--- config.mk ---
export PLATFORM = sky130hd
export DESIGN_NAME = uart_rx
export DESIGN_NICKNAME = d
export VERILOG_FILES = /design/src/rtl/uart_rx.sv
export SDC_FILE = /design/constraint.sdc
export NUM_CORES = 1
export LEC_CHECK = 0
export ABC_AREA = 1
export BUFFER_PORTS_ARGS = -buffer_cell sky130_fd_sc_hd__buf_2
export CAP_MARGIN = 20
export CORE_ASPECT_RATIO = 1.5
export CORE_UTILIZATION = 61
export DETAILED_ROUTE_END_ITERATION = 16
export HOLD_SLACK_MARGIN = 0.1
export PLACE_DENSITY = 0.87
export SYNTH_ARGS = -nofsm -noshare
export SYNTH_HDL_FRONTEND = slang
export SYNTH_SLANG_ARGS = --single-unit
--- constraint.sdc ---
create_clock -name clk -period 2.8 [get_ports clk]
set_clock_uncertainty 0.15 [all_clocks]
set_input_delay 0.42 -clock clk [delete_from_list [all_inputs] [get_ports clk]]
set_output_delay 0.42 -clock clk [all_outputs]
set_load 0.02 [all_outputs]
--- src/rtl/uart_rx.sv ---
`default_nettype none
// ============================================================================
// Module   : uart_rx
// Brief    : 8N1 UART receiver, mid-bit sampling, one-byte buffered output
//            with valid/ready handshake, frame-error and overrun pulses.
// Revision : 1.0
// ============================================================================
module uart_rx #(
    parameter int SYSTEM_CYCLES = 25_000_000,
    parameter int BAUDRATE      = 115200
) (
    input  logic       clk,
    input  logic       resetn,
    input  logic       uart_rx_in,
    input  logic       ready,
    output logic [7:0] data,
    output logic       valid,
    output logic       frame_err,
    output logic       overrun
);

    // CYCLES_PER_BIT must be at least 4 so that HALF_BIT - 1 stays positive.
    localparam int CYCLES_PER_BIT = SYSTEM_CYCLES / BAUDRATE;
    localparam int HALF_BIT       = CYCLES_PER_BIT / 2;
    localparam int CNT_W          = $clog2(CYCLES_PER_BIT + 1);

    localparam logic [CNT_W-1:0] c_BIT_LAST  = CNT_W'(CYCLES_PER_BIT - 1);
    localparam logic [CNT_W-1:0] c_HALF_LAST = CNT_W'(HALF_BIT - 1);
    localparam logic [CNT_W-1:0] c_CNT_ONE   = CNT_W'(1);

    localparam logic [1:0] c_IDLE  = 2'd0;
    localparam logic [1:0] c_START = 2'd1;
    localparam logic [1:0] c_DATA  = 2'd2;
    localparam logic [1:0] c_STOP  = 2'd3;

    logic             sync1_q, sync1_d;
    logic             rxs_q, rxs_d;
    logic             rxs_prev_q, rxs_prev_d;
    logic [1:0]       state_q, state_d;
    logic [CNT_W-1:0] cnt_q, cnt_d;
    logic [2:0]       bit_idx_q, bit_idx_d;
    logic [7:0]       shift_q, shift_d;
    logic [7:0]       data_q, data_d;
    logic             valid_q, valid_d;
    logic             frame_err_q, frame_err_d;
    logic             overrun_q, overrun_d;

    always_comb begin
        sync1_d     = uart_rx_in;
        rxs_d       = sync1_q;
        rxs_prev_d  = rxs_q;
        state_d     = state_q;
        cnt_d       = cnt_q + c_CNT_ONE;
        bit_idx_d   = bit_idx_q;
        shift_d     = shift_q;
        data_d      = data_q;
        valid_d     = valid_q & ~ready;
        frame_err_d = 1'b0;
        overrun_d   = 1'b0;

        case (state_q)
            c_IDLE: begin
                cnt_d = '0;
                if (!rxs_q && rxs_prev_q) begin
                    state_d = c_START;
                end
            end
            c_START: begin
                if (cnt_q == c_HALF_LAST) begin
                    cnt_d     = '0;
                    bit_idx_d = 3'd0;
                    state_d   = rxs_q ? c_IDLE : c_DATA;
                end
            end
            c_DATA: begin
                if (cnt_q == c_BIT_LAST) begin
                    cnt_d     = '0;
                    shift_d   = {rxs_q, shift_q[7:1]};
                    bit_idx_d = bit_idx_q + 3'd1;
                    if (bit_idx_q == 3'd7) begin
                        state_d = c_STOP;
                    end
                end
            end
            c_STOP: begin
                if (cnt_q == c_BIT_LAST) begin
                    cnt_d   = '0;
                    state_d = c_IDLE;
                    if (rxs_q) begin
                        // A simultaneous consume frees the buffer, so no overrun.
                        data_d    = shift_q;
                        valid_d   = 1'b1;
                        overrun_d = valid_q & ~ready;
                    end else begin
                        frame_err_d = 1'b1;
                    end
                end
            end
            default: begin
                state_d = c_IDLE;
                cnt_d   = '0;
            end
        endcase
    end

    always_ff @(posedge clk or negedge resetn) begin
        if (!resetn) begin
            sync1_q     <= 1'b1;
            rxs_q       <= 1'b1;
            rxs_prev_q  <= 1'b1;
            state_q     <= c_IDLE;
            cnt_q       <= '0;
            bit_idx_q   <= 3'd0;
            shift_q     <= 8'h00;
            data_q      <= 8'h00;
            valid_q     <= 1'b0;
            frame_err_q <= 1'b0;
            overrun_q   <= 1'b0;
        end else begin
            sync1_q     <= sync1_d;
            rxs_q       <= rxs_d;
            rxs_prev_q  <= rxs_prev_d;
            state_q     <= state_d;
            cnt_q       <= cnt_d;
            bit_idx_q   <= bit_idx_d;
            shift_q     <= shift_d;
            data_q      <= data_d;
            valid_q     <= valid_d;
            frame_err_q <= frame_err_d;
            overrun_q   <= overrun_d;
        end
    end

    assign data      = data_q;
    assign valid     = valid_q;
    assign frame_err = frame_err_q;
    assign overrun   = overrun_q;

endmodule
`default_nettype wire

---- Word-level counts from Yosys, hierarchy flattened ----
Index checks and enable logic that the tools add are counted.
operators by class
  $add $sub $neg .......................... 2
  equality and inequality tests ........... 11
  multiplexer cells ....................... 22
  bitwise logic cells ..................... 2
  reduce and logical (&&, ||, !) cells .... 9
operators with widths
  operator                                             number
  one-hot mux 8 bit (3 select lines)                   1
  two-way mux 8 bit                                    2
  two-way mux 2 bit                                    6
  inequality test 2 bit, second input constant         5
  two-way mux 1 bit                                    9
  adder 8 x 1 -> 8 bit, second input constant          1
  equality test 8 x 7 -> 1 bit, second input constant  1
  equality test 8 bit, second input constant           1
  one-hot mux 2 bit (4 select lines)                   1
  two-way mux 3 bit                                    2
  one-hot mux 3 bit (2 select lines)                   1
  AND reduction 3 bit                                  2
  AND reduction 5 bit                                  1
  equality test 2 bit, second input constant           2
  adder 3 x 1 -> 3 bit, second input constant          1
  equality test 3 bit, second input constant           1
  equality test 2 x 1 -> 1 bit, second input constant  1
  zero test 2 bit                                      1
  AND reduction 2 bit                                  1
  nonzero test 2 bit                                   1
  OR reduction 2 bit                                   1
  AND 1 bit                                            1
  logical AND 1 bit                                    1
  zero test 1 bit                                      1
  NOT 1 bit                                            1
storage, ports and cells
  register bits after elaboration ......... 35
  input port bits ......................... 4
  logic and storage cells ................. 57

---- Logic depth before layout (Yosys ltp) ----
Gate-level depths: netlist of the first run.
  depth after elaboration ................. 5
  mapped depth ............................ 9
  mapped depth without buffers ............ 9

---- Worst setup path before layout of the first run ----
No wires, ideal clock.
  path kind ............................... flip-flop to flip-flop
  start ................................... register cnt_q[0]
  end ..................................... register data_q[0] (netlist: data[0])
  setup time .............................. 0.074 ns
  data arrival time ....................... 1.287 ns
  data required time ...................... 2.576 ns
  slack ................................... 1.289 ns
  stages on the path, launching flop included .. 10
  buffers on the path ..................... 1
  period minus slack after synthesis ...... 1.511 ns
  cells stage by stage .................... dfrtp_1 > inv_1 > ha_1 > inv_1 > nor2_2 > nand2_4 > inv_4 > nand3_4 > buf_6 > o21ai_2
between the ends
  longest elaborated chain between the ends .. 2
ends and longest elaborated chain
  item                                  line  text
  start: declaration                    40    logic [CNT_W-1:0] cnt_q, cnt_d;
  start signal: assignment              124   cnt_q <= cnt_d;
  equality test 8 bit                   86    if (cnt_q == c_BIT_LAST) begin
  AND reduction 3 bit (no source line)  --
  end signal: assignment                127   data_q <= data_d;
  end: declaration                      43    logic [7:0] data_q, data_d;
Every way passes these cells.
A chain may end at the register's enable or synchronous reset.

---- Worst setup path after layout of the first run ----
  start ................................... register cnt_q[0]
  end ..................................... register bit_idx_q[0]
between the ends
  longest elaborated chain between the ends .. 3
  elaborated cells on any way between the ends .. 5
  classes of those cells .................. eq/ne (4); reduce/logical (1)
ends and longest elaborated chain
  item                                                                        line    text
  equality test 8 bit / equality test 8 x 7 -> 1 bit (equally long branches)  76, 69
  inequality test 2 bit (no source line)                                      --
  AND reduction 3 bit (no source line) *                                      --
  end signal: assignment                                                      125     bit_idx_q <= bit_idx_d;
  end: declaration                                                            41      logic [2:0] bit_idx_q, bit_idx_d;
Every way passes the cells marked *; elsewhere a longest branch is shown, timed or not.

==> results.yml, run 1 <==
global_routing:
  gr-total-overflow: 0
  grt_pass1_vias: 1132
  grt_pass1_wl_mm: 4.540
  grt_max_degree: 36
  antenna_found_initial: 0
  track_usage: 0.2244
floorplan:
  rows: 22
  core_area_um2: 2422
  fp.dieW_um: 43.26
  die_h_um: 63.89
  dieArea_um2: 2764
  initial_core_util: 0.6431
  ios: 15
finish:
  finalInstanceArea_um2: 1728
  drive_above_1_share: 0.2246
  seqCellArea_um2: 879.6
  fin_util: 0.7133
  nets: 194
  multiInputGateArea_um2: 563.0
  area_delta_synth_final_pct: 10.92
  n_fill_cell: 185
  diodes: 0
sta:
  setup_viol: 0
  rsz0062_at_grt: "false"
  tns_ns: 0
  max_slew_margin: 0.5141
  fin_crit_ns: 1.736
  post-route-period-util: 0.6199
  hold_viol_final: 0
  max_clock_freq_ghz: 0.5761
  slew_violations: 0
  worstMarginPinSlew_ns: 0.7289
yosys:
  yosysSeqAreaShare: 0.5647
  yosysWarnings: 0
  yosys.cell_types.count: 23
  yosys_register_bits: 35
  postSynthAreaPerCell_um2: 9.441
  synthesis.nets: 173
  synthCells: 165
  synthesis.area_um2: 1558
setup_path:
  crit_cells: 9
  start_kind: "flip-flop"
  path_class: "flip-flop to flip-flop"
  cp_max_fo: 19
  crit_path_end: "bit_idx_q[0]"
  r2r_cells: 9
  required_ns: 2.88
  ff2ff_setup_slack_ns: 1.06
  reg2reg_to: "bit_idx_q[0]"
  path_cells: "inv_1, ha_1, inv_1, nor2_2, nand2_4, nor2_8, o21ai_1, nand2_1, o21ai_0"
  crit_path_start: "cnt_q[0]"
  endpoint_kind: "flip-flop"
  worst_path_max_delay_cell: "dfrtp_1"
  r2r_start: "cnt_q[0]"
  worst_ep_arrival_time_ns: 1.82
  cp_common_cell: "inv_1"
  cp_top_family: "simple AND/OR/NAND/NOR gates"
  critPathBufInv: 2
  slowest_delay_ns: 0.43
routing:
  antenna_left: 0
  viasPerCell: 5.270
  wl_per_cell_um: 12.27
  drtPass1Iterations: 4
  drc: 0
  finalWirelength_mm: 2.588
  drtIter0Drc: 37
  vias: 1112
clock_tree:
  root_buffer: "clkbuf_4"
  cts_made_buffers: 5
  clk_pin_slew_ns: 0.10
  htreeDepth: 2
  cts_setup_buffers: 0
  cts_tree: "built"
  cts_sinks: 35
  clockBufferDepth: 2
  clkLatencyLatePin_ns: 0.34
pwr:
  pwr-share-clk: 0.271
  pwr-share-seq: 0.514
  combPwrFrac: 0.216
  switchingPower_uw: 375.3
  ir_worst_vdd_v: 0.0004797
  p_sw_frac: 0.3273
  power_density_nw_per_um2: 663.7
  p_leak_uw: 0.0008912
  power_uw: 1147
  power.internal_uw: 771.4
min_path:
  hold_start: "ready"
  hold_class: "input port to flip-flop"
flow_run:
  drv_cap: 0
placement:
  placement.io_buffers: 14
  routabilityCongestion: 0.8593
  placed_area_um2: 1639
  hpwl_mm: 1.880
status:
  outcome: "complete, no violations"
## Yosys cell counts, drive strengths merged
library cell	instances	area, um^2
nor2	19	95.09
nor3b	2	15.01
xnor2	1	8.760
dfstp	3	78.83
ha	4	50.05
o21ai	22	143.9
dfrtp	32	800.8
a21oi	4	20.02
inv	25	96.35
nand3	7	47.55
buf	2	18.77
nand2	39	153.9
nand4	3	18.77
nor3	2	10.01
## how the worst min path moves through the flow
stage	cells after the start	slack, ns	end
floorplan	0	-0.03	asynchronous set/reset pin
global placement	0	0.20	rxs_prev_d
detailed placement	0	0.20	rxs_prev_d
CTS	4	0.17	overrun
global route	4	0.19	overrun
finish	4	0.18	overrun
## per-layer routing
| metal | part of all wire | vias up | track usage |
|---|---|---|---|
| met2 | 0.51 | 32 | 0.3750 |
| li1 | - | 561 | - |
| met4 | 0.033 | 0 | 0.1439 |
| met5 | 0 | - | 0 |
| met3 | 0.044 | 10 | 0.06497 |
| met1 | 0.41 | 509 | 0.2382 |
## layout make-up
class,count,area share
sequential,35,0.5091
inverter,25,0.05576
timing repair buffer,16,0.05214
tap,24,0.01738
multi-input combinational,103,0.3259
clock buffer,8,0.03983
## worst register-to-register path, stage by stage (launching register included)
cell,delay (ns)
dfrtp_1,0.43
inv_1,0.07
ha_1,0.13
inv_1,0.04
nor2_2,0.16
nand2_4,0.11
nor2_8,0.21
o21ai_1,0.16
nand2_1,0.08
o21ai_0,0.07
## registers in the layout (all words and copies together) (netlist names), 3 cells and up, named ones only
name,flops
data,8
bit_idx_q,3
shift_q,8
cnt_q,8
## through the flow
stage	hold slack, ns	worst slack [ns]	std cells
finish	0.1781	1.064	211
global route	0.1882	0.8930	211
CTS	0.1676	1.064	211
detailed placement	0.1988	1.068	201
global placement	0.1961	1.140	201
floorplan	-0.02559	1.289	165
## layout by cell type (no fill, tap or decap)
| cell | n |
|---|---|
| a21oi_1 | 4 |
| o21ai_1 | 2 |
| nand3_1 | 6 |
| nor3_1 | 2 |
| clkbuf_8 | 2 |
| dfstp_2 | 3 |
| dlygate4sd3_1 | 2 |
| nor2_8 | 1 |
| o21ai_2 | 9 |
| nor2_2 | 3 |
| clkbuf_4 | 5 |
| nor2_1 | 15 |
| nor3b_1 | 2 |
| inv_2 | 2 |
| ha_1 | 4 |
| nand3_4 | 1 |
| o21ai_0 | 11 |
| nand2_1 | 38 |
| xnor2_1 | 1 |
| clkbuf_1 | 1 |
| dfrtp_1 | 32 |
| inv_1 | 22 |
| nand2_4 | 1 |
| inv_4 | 1 |
| buf_2 | 14 |
| nand4_1 | 3 |
## what timing repair did
action / in CTS / in global routing
resized for setup: 0 / 0
hold buffers: 2 / 0
hold endpoints to repair: 33 / 0
## power groups by stage
stage | clock network (uW) | registers [uW] | logic [uW]
3_3_place_gp | 0 | 591 | 230
5_1_grt | 334 | 593 | 281
6_report | 310 | 589 | 247
2_1_floorplan | 0 | 586 | 191
3_5_place_dp | 0 | 596 | 244
4_1_cts | 315 | 587 | 248
## cell families (layout without fill, tap and decap cells)
| logic type | Yosys count | count (layout) | share of synthesized area |
|---|---|---|---|
| and+or+nand+nor | 72 | 72 | 0.2185 |
| buffers and inverters | 27 | 49 | 0.07390 |
| DFF | 35 | 35 | 0.5647 |
| AOI/OAI and AO/OA | 26 | 26 | 0.1052 |
| xor gates and xnor gates | 1 | 1 | 0.005624 |
| adders and majority gates | 4 | 4 | 0.03213 |
Note: power is estimated with default switching activity, not from simulation.
==> run 2: changes to the inputs <==
Settings changed: ABC_AREA 1 to 0, CORE_UTILIZATION 61 to 52, PLACE_DENSITY 0.87 to 0.79.
Clock period 2.8 ns to 1.45 ns, I/O delays scaled along.
==> results.yml, run 2 <==
status:
  outcome: "finished, violations left"
  violations: "setup timing"
routing:
  viasPerCell: 5.802
  drc: 0
  antenna_left: 0
  drtIter0Drc: 15
  wl_per_cell_um: 19.82
  finalWirelength_mm: 4.302
  drtPass1Iterations: 4
  vias: 1259
setup_path:
  r2r_cells: 5
  start_kind: "flip-flop"
  endpoint_kind: "flip-flop"
  cp_max_fo: 5
  path_class: "flip-flop to flip-flop"
  worst_ep_arrival_time_ns: 1.93
  required_ns: 1.47
yosys:
  synthTopCellsByArea: "dfrtp_1, mux2_4, mux2_2"
  yosysWarnings: 0
  synthFlopType: "dfrtp_1"
  synthesis.nets: 126
  yosys.cell_types.count: 37
  synth_top_area_cell: "dfrtp_1"
  synthesis.area_um2: 1609
  synth_edf_count: 0
  netlist.area_leader.share: 0.4977
  yosys_register_bits: 35
  postSynthAreaPerCell_um2: 13.64
  async_flop_share: 1.000
  synthCells: 118
  yosys-top-cells-count: "dfrtp_1, mux2_2, mux2_4"
  yosysMostFrequentCell: "dfrtp_1"
  yosysSeqAreaShare: 0.5467
pwr:
  ir_worst_vdd_v: 0.001206
  power_density_nw_per_um2: 1208
  p_leak_uw: 0.001214
sta:
  fin_ws_ns: -0.4545
  worstMarginPinSlew_ns: 0.3872
  max_slew_margin: 0.7418
  rsz0062_at_grt: "true"
  post-route-period-util: 1.313
  slew_violations: 0
  max_clock_freq_ghz: 0.5251
  setup_viol: 32
  hold-worst-slack_ns: 0.2068
  hold_viol_final: 0
  fin_crit_ns: 1.905
  tns_ns: -11.30
placement:
  hpwl_mm: 2.426
  dp.cells: 197
  placement.io_buffers: 14
  routabilityCongestion: 0.7489
floorplan:
  core_area_um2: 2913
  rows: 24
  dieArea_um2: 3325
  fp.dieW_um: 47.42
  die_h_um: 70.13
  ios: 15
  initial_core_util: 0.5524
global_routing:
  track_usage: 0.3104
  grt_pass1_wl_mm: 6.989
  antenna_found_initial: 0
  grt_max_degree: 21
  gr-total-overflow: 0
  grt_pass1_vias: 1414
min_path:
  holdPathStages: 0
  hold_class: "flip-flop to flip-flop"
flow_run:
  drv_cap: 0
finish:
  seqCellArea_um2: 879.6
  n_fill_cell: 172
  fin_cells: 217
  area_delta_synth_final_pct: 47.51
  layout_commonest_cell: "dfrtp_1"
  final_cell_mix: "dfrtp_1, buf_4, mux2_4, buf_2, buf_6"
  multiInputGateArea_um2: 877.1
  drive_above_1_share: 0.5730
  nets: 185
  diodes: 0
clock_tree:
  root_buffer: "clkbuf_8"
  cts_made_buffers: 5
  cts_sinks: 35
  clockBufferDepth: 2
  htreeDepth: 2
  clkLatencyLatePin_ns: 0.29
  clk_pin_slew_ns: 0.07
  cts_tree: "built"
-- run 2: cell count changes in the layout (fill, tap and decap cells not counted), moves of 14 or more --
| cell | before | now |
|---|---|---|
| buf_4 | 0 | 29 |
| mux2_4 | 0 | 16 |
| nand2_1 | 38 | 3 |
| nor2_1 | 15 | 1 |
| inv_1 | 22 | 5 |
-- run 2: layout make-up --
type	count	share of cell area
Clock buffer	6	0.03057
Clock inverter	2	0.02530
Inverter	5	0.007907
Multi-Input combinational cell	76	0.3695
Sequential cell	35	0.3706
Tap cell	39	0.02056
Timing Repair Buffer	54	0.1755
-- run 2: metrics by stage --
step | utilization | power (uW) | setup slack, ns | cell area, um^2
final | 0.8149 | 2867 | -0.4545 | 2374
after global routing | 0.8149 | 2967 | -0.5114 | 2374
after CTS | 0.8067 | 2839 | -0.4519 | 2350
after detailed placement | 0.6705 | 1622 | -0.5212 | 1953
after global placement | 0.6705 | 1591 | -0.4124 | 1953
after floorplan | - | 1381 | -0.5054 | 1627
-- run 2: path summary, 6_finish.rpt --
kind	end	from	slack, ns
setup / recovery	data[4]	cnt_q[1]	-0.45
hold / removal	rxs_prev_d	rxs_d	0.21
setup reg to reg	data[4]	cnt_q[1]	-0.45
hold reg to reg	rxs_prev_d	rxs_d	0.21
max in group asynchronous	data[1]	resetn	0.49
min in group asynchronous	data[6]	resetn	0.22
-- run 2: layer usage --
metal	vias up	part of all wire	GRT usage	wire, um
met3	14	0.032	0.09561	139
li1	564	-	-	-
met2	28	0.58	0.5312	2480
met1	653	0.36	0.3143	1545
met4	0	0.032	0.1556	138
met5	-	0	0	0
-- run 2: repair_timing --
item / in CTS / in global routing
endpoints found under the setup margin: 32 / 32
pin swaps: 6 / 2
gates cloned: 2 / 0
setup buffers: 8 / 2
hold endpoints to repair: 38 / 0
resized for setup: 35 / 3
hold buffers: 3 / 0
-- run 2: logic make-up (layout without fill, tap and decap cells) --
| family | after synthesis | after routing | share of synthesized area |
|---|---|---|---|
| flip-flops | 35 | 35 | 0.5467 |
| AND/OR/NAND/NOR | 27 | 28 | 0.1283 |
| AO/OA/AOI/OAI | 24 | 25 | 0.1213 |
| multiplexers | 16 | 16 | 0.1306 |
| buffers and inverters | 9 | 67 | 0.02566 |
| adder cells (fa/ha/maj) | 4 | 4 | 0.03111 |
| XOR/XNOR | 3 | 3 | 0.01633 |
-- run 2: critical path, cell delays in order, from the launching register on --
cell and delay [ns]:
dfrtp_1 0.37, inv_1 0.06, ha_2 0.19, nand4b_4 0.15
or4_4 0.52, mux2_4 0.33
-- run 2: report_power, final --
part	internal (uW)	switching, uW
registers	1050	54.6
clock network	687	350
logic	360	360
total	2100	765
